File: src/rtl/i2c_prog_master.sv
// Single-byte I2C write / random-read engine for the instruction-memory programming port.
// One request yields START, device address, register address, data (or RSTART + read), STOP.
module i2c_prog_master #(
    parameter int         CLK_DIV  = 25,
    parameter logic [6:0] DEV_ADDR = 7'h2A
) (
    input  logic       i_clk,
    input  logic       i_rst,
    input  logic       i_start,
    input  logic       i_rw,
    input  logic [7:0] i_addr,
    input  logic [7:0] i_wdata,
    output logic       o_busy,
    output logic       o_done,
    output logic       o_ack_err,
    output logic [7:0] o_rdata,
    output logic       o_scl,
    output logic       o_sda_oe,
    input  logic       i_sda_in
);

    localparam int QW = $clog2(CLK_DIV);

    typedef enum logic [2:0] {
        ST_IDLE,
        ST_START,
        ST_SEND_BYTE,
        ST_GET_ACK,
        ST_RSTART,
        ST_RECV_BYTE,
        ST_SEND_NACK,
        ST_STOP
    } state_t;

    state_t        state_reg, state_next;
    logic [QW-1:0] q_cnt_reg, q_cnt_next;
    logic [1:0]    qtr_reg, qtr_next;
    logic [2:0]    bit_cnt_reg, bit_cnt_next;
    // Byte slot: 0 dev addr (W), 1 register addr, 2 write data, 3 dev addr (R)
    logic [1:0]    byte_idx_reg, byte_idx_next;
    logic [7:0]    tx_reg, tx_next;
    logic [7:0]    rx_reg, rx_next;
    logic          rw_reg, rw_next;
    logic [7:0]    addr_reg, addr_next;
    logic [7:0]    wdata_reg, wdata_next;
    logic          sample_reg, sample_next;
    logic          ack_err_reg, ack_err_next;
    logic [7:0]    rdata_reg, rdata_next;
    logic          done_reg, done_next;
    logic          sda_meta_reg, sda_sync_reg;

    logic q_end, bit_end;

    assign q_end   = (q_cnt_reg == QW'(CLK_DIV - 1));
    assign bit_end = q_end && (qtr_reg == 2'd3);

    always_ff @(posedge i_clk or posedge i_rst) begin
        if (i_rst) begin
            state_reg    <= ST_IDLE;
            q_cnt_reg    <= '0;
            qtr_reg      <= '0;
            bit_cnt_reg  <= '0;
            byte_idx_reg <= '0;
            tx_reg       <= '0;
            rx_reg       <= '0;
            rw_reg       <= 1'b0;
            addr_reg     <= '0;
            wdata_reg    <= '0;
            sample_reg   <= 1'b0;
            ack_err_reg  <= 1'b0;
            rdata_reg    <= '0;
            done_reg     <= 1'b0;
            sda_meta_reg <= 1'b1;
            sda_sync_reg <= 1'b1;
        end else begin
            state_reg    <= state_next;
            q_cnt_reg    <= q_cnt_next;
            qtr_reg      <= qtr_next;
            bit_cnt_reg  <= bit_cnt_next;
            byte_idx_reg <= byte_idx_next;
            tx_reg       <= tx_next;
            rx_reg       <= rx_next;
            rw_reg       <= rw_next;
            addr_reg     <= addr_next;
            wdata_reg    <= wdata_next;
            sample_reg   <= sample_next;
            ack_err_reg  <= ack_err_next;
            rdata_reg    <= rdata_next;
            done_reg     <= done_next;
            sda_meta_reg <= i_sda_in;
            sda_sync_reg <= sda_meta_reg;
        end
    end

    always_comb begin
        state_next    = state_reg;
        q_cnt_next    = q_cnt_reg;
        qtr_next      = qtr_reg;
        bit_cnt_next  = bit_cnt_reg;
        byte_idx_next = byte_idx_reg;
        tx_next       = tx_reg;
        rx_next       = rx_reg;
        rw_next       = rw_reg;
        addr_next     = addr_reg;
        wdata_next    = wdata_reg;
        sample_next   = sample_reg;
        ack_err_next  = ack_err_reg;
        rdata_next    = rdata_reg;
        done_next     = 1'b0;

        // Quarter timing runs whenever a transaction is active; qtr wraps 3->0 at bit end
        if (state_reg != ST_IDLE) begin
            if (q_end) begin
                q_cnt_next = '0;
                qtr_next   = qtr_reg + 2'd1;
            end else begin
                q_cnt_next = q_cnt_reg + QW'(1);
            end
            if (qtr_reg == 2'd2 && q_end) begin
                sample_next = sda_sync_reg;
                if (state_reg == ST_RECV_BYTE)
                    rx_next = {rx_reg[6:0], sda_sync_reg};
            end
        end

        case (state_reg)
            ST_IDLE: begin
                if (i_start) begin
                    rw_next      = i_rw;
                    addr_next    = i_addr;
                    wdata_next   = i_wdata;
                    ack_err_next = 1'b0;
                    state_next   = ST_START;
                end
            end
            ST_START: begin
                if (bit_end) begin
                    tx_next       = {DEV_ADDR, 1'b0};
                    bit_cnt_next  = 3'd7;
                    byte_idx_next = 2'd0;
                    state_next    = ST_SEND_BYTE;
                end
            end
            ST_SEND_BYTE: begin
                if (bit_end) begin
                    if (bit_cnt_reg == 3'd0)
                        state_next = ST_GET_ACK;
                    else
                        bit_cnt_next = bit_cnt_reg - 3'd1;
                end
            end
            ST_GET_ACK: begin
                if (bit_end) begin
                    bit_cnt_next = 3'd7;
                    if (sample_reg) begin
                        ack_err_next = 1'b1;
                        state_next   = ST_STOP;
                    end else begin
                        case (byte_idx_reg)
                            2'd0: begin
                                tx_next       = addr_reg;
                                byte_idx_next = 2'd1;
                                state_next    = ST_SEND_BYTE;
                            end
                            2'd1: begin
                                if (rw_reg) begin
                                    state_next = ST_RSTART;
                                end else begin
                                    tx_next       = wdata_reg;
                                    byte_idx_next = 2'd2;
                                    state_next    = ST_SEND_BYTE;
                                end
                            end
                            2'd2:    state_next = ST_STOP;
                            default: state_next = ST_RECV_BYTE;
                        endcase
                    end
                end
            end
            ST_RSTART: begin
                if (bit_end) begin
                    tx_next       = {DEV_ADDR, 1'b1};
                    bit_cnt_next  = 3'd7;
                    byte_idx_next = 2'd3;
                    state_next    = ST_SEND_BYTE;
                end
            end
            ST_RECV_BYTE: begin
                if (bit_end) begin
                    if (bit_cnt_reg == 3'd0)
                        state_next = ST_SEND_NACK;
                    else
                        bit_cnt_next = bit_cnt_reg - 3'd1;
                end
            end
            ST_SEND_NACK: begin
                // Only reachable when every ACK was good, so the byte is valid here
                if (bit_end) begin
                    rdata_next = rx_reg;
                    state_next = ST_STOP;
                end
            end
            ST_STOP: begin
                if (bit_end) begin
                    done_next  = 1'b1;
                    state_next = ST_IDLE;
                end
            end
            default: state_next = ST_IDLE;
        endcase
    end

    // Line levels are decoded from registered state so reset releases both at once
    always_comb begin
        o_scl    = 1'b1;
        o_sda_oe = 1'b0;
        case (state_reg)
            ST_START: begin
                o_scl    = 1'b1;
                o_sda_oe = qtr_reg[1];
            end
            ST_SEND_BYTE: begin
                o_scl    = (qtr_reg == 2'd1) || (qtr_reg == 2'd2);
                o_sda_oe = ~tx_reg[bit_cnt_reg];
            end
            ST_GET_ACK, ST_RECV_BYTE, ST_SEND_NACK: begin
                o_scl    = (qtr_reg == 2'd1) || (qtr_reg == 2'd2);
                o_sda_oe = 1'b0;
            end
            ST_RSTART: begin
                o_scl    = (qtr_reg != 2'd0);
                o_sda_oe = qtr_reg[1];
            end
            ST_STOP: begin
                o_scl    = (qtr_reg != 2'd0);
                o_sda_oe = ~qtr_reg[1];
            end
            default: begin
                o_scl    = 1'b1;
                o_sda_oe = 1'b0;
            end
        endcase
    end

    assign o_busy    = (state_reg != ST_IDLE);
    assign o_done    = done_reg;
    assign o_ack_err = ack_err_reg;
    assign o_rdata   = rdata_reg;

endmodule

File: config.mk
export PLATFORM = sky130hd
export DESIGN_NAME = i2c_prog_master
export DESIGN_NICKNAME = d
export VERILOG_FILES = /design/src/rtl/i2c_prog_master.sv
export SDC_FILE = /design/constraint.sdc
export NUM_CORES = 1
export LEC_CHECK = 0
export BUFFER_PORTS_ARGS = -buffer_cell sky130_fd_sc_hd__buf_2
export CAP_MARGIN = 20
export CORE_MARGIN = 2
export CORE_UTILIZATION = 52
export CTS_CLUSTER_SIZE = 24
export DETAILED_ROUTE_END_ITERATION = 7
export PLACE_DENSITY = 0.71
export SETUP_SLACK_MARGIN = 0.2
export SYNTH_ARGS = -nofsm -noshare
export SYNTH_HDL_FRONTEND = slang
export SYNTH_SLANG_ARGS = --single-unit
export TNS_END_PERCENT = 5
File: constraint.sdc
create_clock -name i_clk -period 2 [get_ports i_clk]
set_input_delay 0.6 -clock i_clk [delete_from_list [all_inputs] [get_ports i_clk]]
set_output_delay 0.6 -clock i_clk [all_outputs]
set_load 0.01 [all_outputs]
==> impl_results.md <==
- Critical Path Source Type: flip-flop
- Maximum number of pins on one net before global-route repair: 27
- Slowest library cell on the worst path: mux4_2
- 1st-pass router iterations: 4
- Area of the core: 5540 µm²
- Non-filler instance count after layout: 378
- Clock edge transition at the registers on the reported setup and hold paths: 0.07 ns
- Setup repair after global routing missed its margin: true
- Path type of the worst min-delay path: input pin to asynchronous set/reset pin
- Most numerous cell in the Yosys netlist: dfrtp_1
- Maximum clock insertion buffer count: 2
- Sum of net half-perimeters after detailed placement: 4090 µm
- Share of post-route cells with drive strength above 1: 0.422
- Min Clock Period, post-route: 2.42 ns
- Number of failing setup endpoints in the final timing report: 2
- TritonCTS clock tree: yes
- IO Count: 34
- Number of DRC violations after detailed routing: 0
- Achievable frequency: 413 MHz
- Global-route wire length before repair: 10,100 µm
- Violated checks: setup timing
- Clk Latency, worst-skew pair: 0.34 ns
- Sequential area share after synthesis: 0.507
- CP Capture Type: output port
- Start-to-end type of the worst setup path: flip-flop to output port
- Mean number of vias per cell: 5.49
- Largest clock skew in the final design: 0.00565 ns
- Minimum setup slack in the final design: -0.422 ns
- CP Cell Sequence: mux4_2 -> or3_1 -> nand4b_1 -> buf_2
- Count of mapped cells out of synthesis: 251
- Antenna violations before repair: 0
- Area growth from synthesis to final layout: 19.7%
- Number of fill cells: 443
- CTS H-Tree Depth: 3
- Data arrival time of the critical path: 1.82 ns
- Share of the clock period used by the worst path: 1.21
- Detail-routed net length per standard cell: 15.1 µm
- Top cell type's share of synthesized area: 0.490
- Root buf cell: clkbuf_8
- Worst-case headroom to the max-slew limit: 0.657
- Violation count after the first detailed-route iteration: 80
- Post-Synthesis Cell Area: 3010 µm²
- Worst-case vdd ir drop: 0.544 mV
- Worst-Margin Slew: 0.513 ns
- Most common flop cell mapped by yosys: dfrtp_1
- Avg Synthesized Cell Area: 12.0 µm²
- Number of buffers created by CTS: 9
- Clk sink count: 61
- Chip Width: 80.1 µm
- Global-route total usage across every layer: 0.206
- Max-slew violation count: 0
- Count of final hold-check violations: 0
- Post-CTS Repair Setup Buffers: 0
- Final ANT Viol Nets: 0
- Leading cell types by count after synthesis: dfrtp_1 (59), mux2_2 (28), nand2_1 (15)
- Total wire length: 5710 µm
- Placer Congestion: 0.773
- Status: complete, but fails checks
- Final core utilization: 0.651
- Required time reported for the critical path endpoint: 1.40 ns
- EDFF count, synth: 0
- Total die area: 6420 µm²
- Number of nets in the finished design: 329
- CP delay by family, top: multiplexers
- DIE HEIGHT: 80.1 µm
- Via count of the routed design: 2,076
- Leak pwr: 1.74 nW
- Max-capacitance violation count: 0
- Yosys warning count: 0
- Initial core utilization: 0.544
- Synthesized Nets: 279
- Synth Register Bits: 61
- Unique masters post-synth: 57
- Setup TNS: -0.666 ns
- Pwr dens: 648 nW/µm²
- DP Cell Count: 362
- Diodes inserted: 0
- Overall overflow remaining after global route: 0
- Top area cells in the synthesized netlist: dfrtp_1 (49%), mux2_2 (10%), mux2_4 (4.0%)
- Worst Path Buf+Inv: 1
- Share of synthesized registers carrying an async set or reset: 1.00
- Crit Path Max Fanout: 3
- Largest area contributor in the netlist: dfrtp_1
- Highest cell delay on the worst timing path: 0.51 ns
- Number of global-route vias before repair: 2,142
- Floorplan row count: 27
- Number of I/O port buffers: 33
-- kinds of logic (layout without fill, tap and decap cells) --
| logic type | Yosys count | in the layout | share of synthesized area |
|---|---|---|---|
| xor gates and xnor gates | 2 | 2 | 0.00582 |
| DFF | 61 | 61 | 0.507 |
| adders and majority gates | 7 | 7 | 0.0291 |
| and+or+nand+nor | 71 | 71 | 0.137 |
| buffers and inverters | 23 | 78 | 0.0399 |
| muxes | 42 | 42 | 0.173 |
| AOI/OAI and AO/OA | 45 | 45 | 0.108 |
-- power by group --
part	switching (mW)	internal (mW)
Combinational	0.0295	0.0193
Sequential	0.000653	1.24
Clock	0.483	0.567
-- path summary, 6_finish.rpt --
path / start / endpoint / slack, ns / depth (start not counted)
worst min register to register: sda_meta_reg / sda_sync_reg / 0.36 / 0
worst min-delay path: i_rst / addr_reg[2] / 0.30 / 2
worst max-delay path: bit_cnt_reg[0] / o_sda_oe / -0.42 / 4
worst max register to register: bit_cnt_reg[0] / bit_cnt_reg[0] / 0.14 / 7
min in group i_clk: i_sda_in / sda_meta_reg / 0.36 / 1
max in group asynchronous: i_rst / q_cnt_reg[1] / 1.15 / 3
-- layout by cell type (no fill, tap or decap), types with 8 or more instances in the layout --
master     n
nand2_1   14
clkbuf_8   9
inv_1      8
a22o_1    11
mux2_2    28
buf_4     11
buf_2     33
o21ai_0    9
dfrtp_1   59
nor2_1    12
mux2_4     8
-- cell type report --
type | instances | area [µm²] | share of cell area
well taps | 72 | 90.1 | 0.0250
repair buffers | 49 | 330 | 0.0916
clock buffers | 9 | 124 | 0.0343
clock inverters | 7 | 66.3 | 0.0184
inverters | 13 | 52.6 | 0.0146
multi-input cells | 167 | 1420 | 0.392
flip-flops and latches | 61 | 1530 | 0.424
-- routing by layer --
layer / wire length (µm) / GRT usage / share of wire / up-vias
met2: 2720 / 0.329 / 0.48 / 29
li1: - / - / - / 1013
met5: 0 / 0 / 0 / -
met1: 2760 / 0.274 / 0.48 / 1026
met4: 83 / 0.0814 / 0.015 / 0
met3: 148 / 0.0449 / 0.026 / 8
-- worst register-to-register path, cell delays in order, from the launching register on --
cell and delay [ns]:
dfrtp_1 0.40, buf_4 0.14, inv_1 0.06, ha_1 0.21
nor2b_2 0.18, o21a_1 0.20, a21oi_2 0.19, mux2_2 0.36
-- what timing repair did --
action                                  4_1_cts  5_1_grt
endpoints found under the setup margin       14       24
resized for setup                             8       10
gates cloned                                  0        0
pin swaps                                     5        4
hold buffers                                  0        0
-- metrics by stage --
| step | setup slack, ns | hold WS (ns) | instance area [µm²] | power [mW] |
|---|---|---|---|---|
| 6_report | -0.422 | 0.296 | 3610 | 2.34 |
| 5_1_grt | -0.530 | 0.325 | 3610 | 2.42 |
| 4_1_cts | -0.449 | 0.297 | 3580 | 2.36 |
| 3_5_place_dp | -0.0945 | 0.350 | 3360 | 1.31 |
| 3_3_place_gp | -0.0390 | 0.347 | 3360 | 1.31 |
| 2_1_floorplan | -0.00354 | 0.345 | 3020 | 1.28 |
Power figures use the tool's default switching activity.
